--- config.mk ---
export PLATFORM = sky130hd
export DESIGN_NAME = key_debounce
export DESIGN_NICKNAME = d
export VERILOG_FILES = /design/src/rtl/key_debounce.sv
export SDC_FILE = /design/constraint.sdc
export NUM_CORES = 1
export LEC_CHECK = 0
export BUFFER_PORTS_ARGS = -buffer_cell sky130_fd_sc_hd__buf_2
export CAP_MARGIN = 10
export CORE_MARGIN = 3
export CORE_UTILIZATION = 57
export DETAILED_ROUTE_END_ITERATION = 10
export GPL_ROUTABILITY_DRIVEN = 0
export MAX_ROUTING_LAYER = met4
export PLACE_DENSITY = 0.86
export SYNTH_ARGS = -nofsm -noshare
export SYNTH_HDL_FRONTEND = slang
export SYNTH_SLANG_ARGS = --single-unit
--- constraint.sdc ---
create_clock -name clk -period 5.6 [get_ports clk]
set_clock_uncertainty 0.1 [all_clocks]
set_input_delay 1.12 -clock clk [delete_from_list [all_inputs] [get_ports clk]]
set_output_delay 1.12 -clock clk [all_outputs]
set_load 0.02 [all_outputs]
--- src/rtl/key_debounce.sv ---
// Synchronises and debounces N_KEYS raw piano keys into a clean chord vector with one-cycle press/release strobes.
// Optional sustain pedal (define KEY_SUSTAIN_EN) holds released keys in the chord until the pedal lifts.
module key_debounce #(
  parameter int N_KEYS          = 8,
  parameter int DEBOUNCE_CYCLES = 50000,
  parameter int CNT_W           = 16
) (
  input  logic              clk,
  input  logic              rst_n,
`ifdef KEY_SUSTAIN_EN
  input  logic              sustain,
`endif
  input  logic [N_KEYS-1:0] keys_raw,
  output logic [N_KEYS-1:0] chord,
  output logic [N_KEYS-1:0] press_pulse,
  output logic [N_KEYS-1:0] release_pulse,
  output logic              chord_changed
);

  localparam logic [CNT_W-1:0] LP_LAST = CNT_W'(DEBOUNCE_CYCLES - 1);

  logic [N_KEYS-1:0] r_sync1;
  logic [N_KEYS-1:0] r_sync2;
  logic [N_KEYS-1:0] r_chord;
  logic [N_KEYS-1:0] r_press;
  logic [N_KEYS-1:0] r_release;
  logic              r_changed;
  logic [CNT_W-1:0]  r_cnt [N_KEYS];

  logic [N_KEYS-1:0] w_deb;
  logic [N_KEYS-1:0] w_accept;
  logic [N_KEYS-1:0] w_deb_next;
  logic [N_KEYS-1:0] w_chord_next;

  // w_deb is the debounced key level the counters compare against.
  always_comb begin
    w_accept = '0;
    for (int i = 0; i < N_KEYS; i++) begin
      w_accept[i] = (r_sync2[i] != w_deb[i]) && (r_cnt[i] == LP_LAST);
    end
  end

  assign w_deb_next = w_deb ^ w_accept;

`ifdef KEY_SUSTAIN_EN
  logic              r_sus1;
  logic              r_sus2;
  logic [N_KEYS-1:0] r_deb;
  logic [N_KEYS-1:0] r_pend;
  logic [N_KEYS-1:0] w_pend_next;

  assign w_deb = r_deb;

  // Pending releases only survive while the pedal is down; lifting it drops them all at once.
  always_comb begin
    w_pend_next = '0;
    if (r_sus2) begin
      w_pend_next = (r_pend | (w_accept & ~r_sync2)) & ~(w_accept & r_sync2);
    end
  end

  assign w_chord_next = w_deb_next | w_pend_next;

  always_ff @(posedge clk or negedge rst_n) begin
    if (!rst_n) begin
      r_sus1 <= 1'b0;
      r_sus2 <= 1'b0;
      r_deb  <= '0;
      r_pend <= '0;
    end else begin
      r_sus1 <= sustain;
      r_sus2 <= r_sus1;
      r_deb  <= w_deb_next;
      r_pend <= w_pend_next;
    end
  end
`else
  assign w_deb        = r_chord;
  assign w_chord_next = w_deb_next;
`endif

  always_ff @(posedge clk or negedge rst_n) begin
    if (!rst_n) begin
      r_sync1   <= '0;
      r_sync2   <= '0;
      r_chord   <= '0;
      r_press   <= '0;
      r_release <= '0;
      r_changed <= 1'b0;
      for (int i = 0; i < N_KEYS; i++) begin
        r_cnt[i] <= '0;
      end
    end else begin
      r_sync1   <= keys_raw;
      r_sync2   <= r_sync1;
      r_chord   <= w_chord_next;
      r_press   <= w_chord_next & ~r_chord;
      r_release <= r_chord & ~w_chord_next;
      r_changed <= |(w_chord_next ^ r_chord);
      // Clearing on acceptance keeps the counter below DEBOUNCE_CYCLES, so it never wraps.
      for (int i = 0; i < N_KEYS; i++) begin
        if ((r_sync2[i] == w_deb[i]) || w_accept[i]) begin
          r_cnt[i] <= '0;
        end else begin
          r_cnt[i] <= r_cnt[i] + CNT_W'(1);
        end
      end
    end
  end

  assign chord         = r_chord;
  assign press_pulse   = r_press;
  assign release_pulse = r_release;
  assign chord_changed = r_changed;

endmodule

==> results.toml <==
[status]
outcome = "finished, final reports clean"

[cells_and_area]
final_area_um2 = 8640
fin_nets = 811
n_antenna_cell = 0
drive_above_1_share = 0.09873
final_util = 0.6710
syn_to_final_growth_pct = 12.81

[worst_setup_path]
arrival_ns = 2.94
path_common_cell = "ha_1"
reg2reg_to = "chord_changed$_DFF_PN0_"
slowest_delay_ns = 0.59
cpMaxStageDelayCell = "nor4_1"
cp_cell_sequence = "ha_1 -> nand3_1 -> nor4_1 -> mux2_2 -> ha_1 -> nand4_1 -> or2_2"
path_max_fanout = 8
r2r_cells = 7
critical-path-top-delay-family = "simple AND/OR/NAND/NOR gates"
path_buf_inv = 0
r2r_slack_ns = 2.87
worst_setup_path_end_kind = "flip-flop"
required_ns = 5.81
startpoint_type = "flip-flop"
crit_type = "reg -> reg"
reg2reg_from = "r_cnt[0]$_DFF_PN0_"

[synthesis]
synth-async-reset-ratio = 1.000
synth_area_um2 = 7659
yosys.area.top_type = "dfrtp_1"
post-synth-top-count-cell = "dfrtp_1"
synthTopCellsByCount = "169 x dfrtp_1, 145 x nor2_1, 97 x xnor2_1, 43 x inv_1, 42 x nand3_1"
synth.area.top_cells = "dfrtp_1 55%, xnor2_1 11%, nor2_1 7.1%, ha_1 3.9%, nand3_1 2.7%"
netlist_instances = 730
netlist.area_leader.share = 0.5522
ys.flop_type = "dfrtp_1"
yosysSeqAreaShare = 0.5522
syn_area_per_cell_um2 = 10.49
yosys_warnings = 0
synth_edf_count = 0
synth-seq-cells = 169
synth_cell_types = 32
syn_nets = 764

[min_path]
min_to = "r_sync2[1]$_DFF_PN0_"
hp-class = "reg -> reg"
hold_path_depth = 0
worstHoldStart = "r_sync1[1]$_DFF_PN0_"

[cts]
cts-resized-gates = 0
clk_pin_slew_ns = 0.06
postCtsSetupBuffers = 0
numCtsBuffers = 17
clk_path_buf_depth = 2
tritoncts = "built"
ctsRootBufferMaster = "clkbuf_16"
clock_sinks = 169
cts.htree.levels = 4
clk_latency_ns = 0.42
cts_hold_buf = 0

[global_routing]
grt_pass1_wl_mm = 24.09
grt_pass1_vias = 5046
grt_max_degree = 87
antenna_found_initial = 0
grt_overflow_total = 0
grt.total_usage = 0.2126

[drt]
routed_via_density = 5.528
vias = 5318
first_pass_iters = 5
wirelength_mm = 14.18
drt-initial-drc-count = 491
post_drt_wl_per_cell_um = 14.73
ant_nets = 0
drc = 0

[timing]
setup_violations = 0
hold_slack_ns = 0.2475
finalSetupTns_ns = 0
rsz0062_at_grt = "false"
maxSlewHeadroom = 0.4807
post-route-min-period_ns = 2.731
maxSlewViolCount = 0
post-route-period-util = 0.4877
timing.fmax_mhz = 366.2
worst_pin_slew_ns = 0.7706
hold_viol_final = 0

[floorplanning]
fp.dieArea_um2 = 14860
core_um2 = 12880
pin_count = 35
start_util = 0.5948
floorplan.rows = 41
die_h_um = 121.9
die_x_um = 121.9

[placed_design]
place_area_um2 = 8033
port_buffers = 34
post-dp-hpwl_mm = 9.600

[pwr]
power.leakage_nw = 3.696
peakVddDrop_mv = 0.3474
p_total_w = 0.002514
power_density_nw_per_um2 = 291.0

[run]
maxCapViolCount = 0
-- flip-flops by register name, summed over array words and instances, names as in the netlist --
name           flops
r_cnt            128
press_pulse        8
r_sync1            8
chord              8
chord_changed      1
r_sync2            8
release_pulse      8
-- worst max-delay path by stage --
| stage | startpoint | end | cells past startpoint |
|---|---|---|---|
| after floorplan | r_cnt[103]$_DFF_PN0_ | chord_changed$_DFF_PN0_ | 7 |
| after global placement | r_cnt[103]$_DFF_PN0_ | chord_changed$_DFF_PN0_ | 7 |
| after detailed placement | r_cnt[16]$_DFF_PN0_ | chord_changed$_DFF_PN0_ | 7 |
| after CTS | r_cnt[16]$_DFF_PN0_ | chord_changed$_DFF_PN0_ | 7 |
| after global routing | r_cnt[0]$_DFF_PN0_ | chord_changed$_DFF_PN0_ | 7 |
| final | r_cnt[0]$_DFF_PN0_ | chord_changed$_DFF_PN0_ | 7 |
-- layer usage --
| layer | wire length, µm | vias to the layer above | global-route usage |
|---|---|---|---|
| met1 | 6481 | 2585 | 0.2859 |
| met2 | 6791 | 137 | 0.3211 |
| met3 | 697 | 27 | 0.04875 |
| met4 | 204 | 0 | 0.07563 |
| li1 | - | 2569 | - |
| met5 | 0 | - | - |
-- cells by family (layout without fill, tap and decap cells) --
| family | after synthesis | in the layout | synth area share |
|---|---|---|---|
| multiplexers | 10 | 10 | 0.01340 |
| XOR/XNOR | 115 | 115 | 0.1315 |
| AO/OA/AOI/OAI | 12 | 12 | 0.01241 |
| AND/OR/NAND/NOR | 347 | 347 | 0.2240 |
| buffers and inverters | 53 | 113 | 0.02728 |
| flip-flops | 169 | 169 | 0.5522 |
| adder cells (fa/ha/maj) | 24 | 24 | 0.03921 |
-- metrics by stage --
stage          setup WS (ns)  instances
6_report               2.869        962
5_1_grt                2.704        962
4_1_cts                2.857        962
3_5_place_dp           2.863        930
3_3_place_gp           2.995        930
2_1_floorplan          3.087        730
-- final cells by class --
type,count,area (µm²)
flip-flops and latches,169,4229
repair buffers,38,206.4
clock buffers,22,464.2
clock inverters,10,142.6
multi-input cells,508,3221
inverters,43,161.4
well taps,172,215.2
fillers,974,4237
-- cells in the final DEF, fill, tap and decap left out, types with 2 or more instances in the layout --
cell	count
clkbuf_8	2
buf_2	33
clkbuf_16	17
nor2_1	145
clkinv_2	2
o41ai_2	2
nor3_1	29
ha_1	24
or3_1	2
nand2_1	30
nand3_1	42
nor4bb_1	10
mux2_2	2
a31o_2	2
dfrtp_1	169
inv_1	43
nand3b_1	3
clkinv_4	3
xnor2_1	97
or2_2	3
mux2i_1	8
nor4b_1	4
clkbuf_1	3
xor2_1	18
nor4_1	32
or4_1	2
and3_1	9
nand4_1	30
or4b_1	2
bufinv_16	3
a21oi_1	5
buf_4	4
nand4b_1	2
o31ai_1	2
-- report_power, final --
| part | switching [W] | leakage, nW | internal [W] |
|---|---|---|---|
| registers | 0.0000174 | 2.30 | 0.00124 |
| clock network | 0.000460 | 0.295 | 0.000727 |
| logic | 0.0000490 | 1.10 | 0.0000204 |
Note: power is estimated with default switching activity, not from simulation.
